## src/rtl/keypad_scan.sv

```systemverilog
// Row-scanned 4x4 keypad decoder with frame-level debounce.
// Rows are driven active-low one at a time and advance on each scan_tick.
// A frame is the four ticks covering rows 0..3. A frame resolves to a single
// key code only when exactly one switch is closed during that frame.
// The debounce FSM runs only on frame-end ticks.
//
//   state      | meaning
//   -----------+-------------------------------------------------------------
//   IDLE       | no key accepted, waiting for a single-key frame
//   PRESS_DB   | counting consecutive frames that show candidate key cand
//   HELD       | cand accepted, key_pressed high, watching for release
//   RELEASE_DB | counting consecutive empty frames before dropping key_pressed
module keypad_scan #(
    parameter int DEBOUNCE = 4
) (
    input  logic       clk,
    input  logic       rst_n,
    input  logic       scan_tick,
    input  logic [3:0] col,
    output logic [3:0] row,
    output logic [3:0] key_code,
    output logic       key_valid,
    output logic       key_pressed
);

    typedef enum logic [1:0] {
        IDLE       = 2'd0,
        PRESS_DB   = 2'd1,
        HELD       = 2'd2,
        RELEASE_DB = 2'd3
    } state_t;

    localparam logic [3:0] DB = 4'(DEBOUNCE);

    // Frame accumulator. acc_n saturates at 2, which stands for "two or more".
    logic [1:0] acc_n;
    logic [3:0] acc_code;

    logic [1:0] row_idx;
    logic [1:0] col_idx;
    logic [2:0] pop;
    logic [2:0] tot;
    logic [1:0] merged_n;
    logic [3:0] merged_code;
    logic       frame_end;
    logic       res_key;

    state_t     state_q, state_n;
    logic [3:0] cnt_q, cnt_n;
    logic [3:0] cand_q, cand_n;
    logic [3:0] code_q, code_n;
    logic       valid_q, valid_n;
    logic       pressed_q, pressed_n;
    logic [3:0] cnt_inc;

    // Merge the current row's column sample into the running frame summary.
    always_comb begin
        row_idx = 2'd0;
        case (row)
            4'b1101: row_idx = 2'd1;
            4'b1011: row_idx = 2'd2;
            4'b0111: row_idx = 2'd3;
            default: row_idx = 2'd0;
        endcase
        pop     = 3'd0;
        col_idx = 2'd0;
        for (int i = 0; i < 4; i++) begin
            if (!col[i]) begin
                pop     = pop + 3'd1;
                col_idx = 2'(i);
            end
        end
        tot         = {1'b0, acc_n} + pop;
        merged_n    = (tot >= 3'd2) ? 2'd2 : tot[1:0];
        merged_code = (acc_n == 2'd1) ? acc_code : {row_idx, col_idx};
    end

    assign frame_end = scan_tick && (row == 4'b0111);
    assign res_key   = (merged_n == 2'd1);

    // Row rotation and per-frame accumulator; the accumulator clears at frame end.
    always_ff @(posedge clk) begin
        if (!rst_n) begin
            row      <= 4'b1110;
            acc_n    <= 2'd0;
            acc_code <= 4'd0;
        end else if (scan_tick) begin
            row <= {row[2:0], row[3]};
            if (frame_end) begin
                acc_n    <= 2'd0;
                acc_code <= 4'd0;
            end else begin
                acc_n    <= merged_n;
                acc_code <= merged_code;
            end
        end
    end

    // Debounce FSM state and output registers.
    always_ff @(posedge clk) begin
        if (!rst_n) begin
            state_q   <= IDLE;
            cnt_q     <= 4'd0;
            cand_q    <= 4'd0;
            code_q    <= 4'd0;
            valid_q   <= 1'b0;
            pressed_q <= 1'b0;
        end else begin
            state_q   <= state_n;
            cnt_q     <= cnt_n;
            cand_q    <= cand_n;
            code_q    <= code_n;
            valid_q   <= valid_n;
            pressed_q <= pressed_n;
        end
    end

    // Next-state decision, evaluated only on the frame-end tick.
    always_comb begin
        state_n   = state_q;
        cnt_n     = cnt_q;
        cand_n    = cand_q;
        code_n    = code_q;
        valid_n   = 1'b0;
        pressed_n = pressed_q;
        cnt_inc   = (cnt_q >= DB) ? DB : cnt_q + 4'd1;
        if (frame_end) begin
            case (state_q)
                IDLE: begin
                    if (res_key) begin
                        cand_n = merged_code;
                        if (DB <= 4'd1) begin
                            state_n   = HELD;
                            cnt_n     = 4'd0;
                            code_n    = merged_code;
                            valid_n   = 1'b1;
                            pressed_n = 1'b1;
                        end else begin
                            state_n = PRESS_DB;
                            cnt_n   = 4'd1;
                        end
                    end
                end
                PRESS_DB: begin
                    if (res_key && merged_code == cand_q) begin
                        cnt_n = cnt_inc;
                        if (cnt_inc >= DB) begin
                            state_n   = HELD;
                            cnt_n     = 4'd0;
                            code_n    = cand_q;
                            valid_n   = 1'b1;
                            pressed_n = 1'b1;
                        end
                    end else begin
                        state_n = IDLE;
                        cnt_n   = 4'd0;
                    end
                end
                HELD: begin
                    if (!(res_key && merged_code == cand_q)) begin
                        if (!res_key && DB <= 4'd1) begin
                            // A single empty frame is already a full release.
                            state_n   = IDLE;
                            cnt_n     = 4'd0;
                            pressed_n = 1'b0;
                        end else begin
                            state_n = RELEASE_DB;
                            cnt_n   = res_key ? 4'd0 : 4'd1;
                        end
                    end
                end
                RELEASE_DB: begin
                    if (res_key && merged_code == cand_q) begin
                        state_n = HELD;
                        cnt_n   = 4'd0;
                    end else if (res_key) begin
                        cnt_n = 4'd0;
                    end else begin
                        cnt_n = cnt_inc;
                        if (cnt_inc >= DB) begin
                            state_n   = IDLE;
                            cnt_n     = 4'd0;
                            pressed_n = 1'b0;
                        end
                    end
                end
                default: begin
                    state_n = IDLE;
                    cnt_n   = 4'd0;
                end
            endcase
        end
    end

    assign key_code    = code_q;
    assign key_valid   = valid_q;
    assign key_pressed = pressed_q;

endmodule
```

## config.mk

```make
export PLATFORM = sky130hd
export DESIGN_NAME = keypad_scan
export DESIGN_NICKNAME = d
export VERILOG_FILES = /design/src/rtl/keypad_scan.sv
export SDC_FILE = /design/constraint.sdc
export NUM_CORES = 1
export LEC_CHECK = 0
export CORE_MARGIN = 5
export CORE_UTILIZATION = 45
export DETAILED_ROUTE_END_ITERATION = 10
export PLACE_DENSITY = 0.66
export RECOVER_POWER = 25
export REMOVE_ABC_BUFFERS = 1
export SYNTH_ARGS = -nofsm -noshare
export SYNTH_HDL_FRONTEND = slang
export SYNTH_SLANG_ARGS = --single-unit
```

## constraint.sdc

```tcl
create_clock -name clk -period 8.5 [get_ports clk]
set_input_delay 2.125 -clock clk [delete_from_list [all_inputs] [get_ports clk]]
set_output_delay 2.125 -clock clk [all_outputs]
set_load 0.005 [all_outputs]
```

==> metrics <==
Final Max Slew Viols=0; I/O Buffers=16; worst skew pair latency=0.33 ns; Final period util=66.5%; warnings from Yosys=0; DRT iter0 DRCs=49; Final GP Congestion=0.844; DP Wirelength=2210 um; Fin. Hold Viols=0; Clock Root Buffer=clkbuf_4; crit path capture type=flop; Worst Hold End=key_code[2]; initial antenna violation count=0; Synth-to-Final Area Change=13.7%; Post-synth EDFFs=0; FFs w/ async S/R, synth=0%; Worst Path Max Fanout=16; number of buffers added for setup after CTS=0; Fill cells=308; max incr delay on CP=0.63 ns; # diodes=0; Buf/Inv on CP=2; vias in the first global route=1077; multi-input logic area=860 um^2; post-synth top area cell=dfxtp_1; GRT Total Usage=14.4%; Post-Syn Area=1470 um^2; Worst R2R Path Depth=7; Hold Crit Start=key_code[2]; final worst path period need=5.65 ns; synth top area cells=dfxtp_1, mux2i_1, a21oi_1, xnor2_1, nor2_1; Syn Inst Count=164; global-route wire length before repair=4950 um; r2r endpoint=cnt_q[2]; hold depth=2; Cell Rows=20; Hold-fix buffers, CTS=0; register bit total from synthesis=26; DRC violations left=0; WP data required=8.79 ns; total power=0.249 mW; max-cap viol count=0; status=complete, no violations; Finished Core Util=53.8%; Worst Hold Class=reg2reg; CTS Buf Count=3; Post-Route Setup TNS=0 ns; core region area=3100 um^2; Crit path arrival time=5.93 ns; WL/cell=13.4 um; Worst-Margin Slew=0.541 ns; Post-CTS Resized=0; Reg-to-Reg Start=acc_n[0]; Ports=17; top cells by count, synth=dfxtp_1, nor2_1, a21oi_1; top-count cell post-synth=dfxtp_1; slowest library cell on the worst path=or3b_1; die height=67.1 um; R2R Setup Slk=5.70 ns; register clock-pin slew on the reported worst setup and hold paths=0.14 ns; H-tree lvl count=1; Clock Tree Buf Depth=2; worst path cell trace=clkdlybuf4s50_1 -> inv_1 -> ha_1 -> xnor2_1 -> ha_1 -> mux2_2 -> fa_1 -> xnor3_1 -> or3b_1 -> or3_4 -> o21ai_2 -> and3_1; Die Wd=67.1 um; CP top delay family=simple AND/OR/NAND/NOR gates; CTS tree=built; Setup crit start kind=input port; leakage power=0.629 nW; # setup viols final=0; Setup Skew=0.00380 ns; share of layout cells above drive strength 1=7.87%; sequential fraction of the synthesis area=35.5%; Synth Area per Inst=8.95 um^2; register area=520 um^2; crit-path most repeated cell=ha_1; Yosys cell types=46; Final Cell Area=1670 um^2; gr ovfl total=0; Nets=192; Worst IR Drop VDD=0.000104 V; final WL=2970 um; vias=1186; Slew HR=63.9%; die area=4500 um^2; Yosys top cell area share=35.5%; largest net degree at the start of global routing=18; Fmax achieved=0.177 GHz; Placed Area=1630 um^2; TritonCTS Sinks=26; drt pass-1 iters=4; via/cell ratio=5.34; Pwr Density=149 nW/um^2; unrepaired setup endpoints after global routing=no; Initial Util=47.3%; Final ANT Viol Nets=0; ys flop type=dfxtp_1; crit path kind=in2reg; WHS=0.477 ns
==> worst max-delay path by stage <==
stage | slack [ns] | to | start | depth (start not counted)
2_1_floorplan | 3.23 | cnt_q[2] | col[0] | 11
3_3_place_gp | 2.59 | cnt_q[0] | col[0] | 12
3_5_place_dp | 2.49 | cand_q[0] | col[0] | 12
4_1_cts | 2.85 | cand_q[0] | col[0] | 12
5_1_grt | 2.67 | cand_q[0] | col[0] | 12
6_report | 2.85 | cnt_q[2] | col[0] | 12
==> sequential cells by signal (all words and copies together) (netlist names), named ones only <==
signal and cells:
key_valid 1, row 4, state_q 1, cnt_q 4, key_pressed 1, cand_q 4
acc_n 2, acc_code 4, key_code 4
==> placed cells by master, fill, tap and decap left out, types with 3 or more instances in the layout <==
master            n
clkbuf_4          3
clkdlybuf4s50_1   9
a31oi_1           4
dfxtp_1          26
nor2_1           17
nor2b_1           3
o21ai_0           6
nand2_1           9
mux2i_1           9
nand2b_1          3
inv_1             9
nor3_1            4
xnor2_1           8
ha_1              5
nand4_1           5
a21oi_1          14
dlygate4sd3_1     7
nand3b_1          4
==> through the flow <==
stage               std cells  setup slack [ns]
finish                    222              2.85
global placement          218              2.59
floorplan                 158              3.23
CTS                       222              2.85
detailed placement        218              2.49
global route              222              2.67
==> layer usage <==
layer / GRT usage (%) / part of all wire, % / vias up
met3: 4.38 / 4.4 / 2
li1: - / - / 617
met2: 24.8 / 48 / 20
met1: 17.1 / 47 / 547
met5: 0 / 0 / -
met4: 3.80 / 0.51 / 0
==> area by class of cell <==
cell class | instances | share of cell area (%)
well taps | 44 | 3.30
flip-flops and latches | 26 | 31.2
clock buffers | 4 | 2.17
multi-input cells | 122 | 51.5
repair buffers | 16 | 9.60
inverters | 10 | 2.25
==> logic make-up (layout without fill, tap and decap cells) <==
group,count (synthesis),in the layout,synth area share (%)
compound gates,36,36,15.8
fa+ha+maj,6,6,5.63
simple gates,61,61,24.0
buf+inv,16,30,5.97
xor+xnor,9,9,6.31
flops,26,26,35.5
mux,10,10,6.91
==> power breakdown <==
part	switching (mW)	internal [mW]
Clock	0.0377	0.0262
Sequential	0.00464	0.126
Combinational	0.0317	0.0233
Total	0.0741	0.175
==> worst min-delay path, stage by stage, from the launching register on <==
cell     delay, ns
dfxtp_1       0.33
o21ai_0       0.06
a21oi_1       0.06
Power figures use the tool's default switching activity.
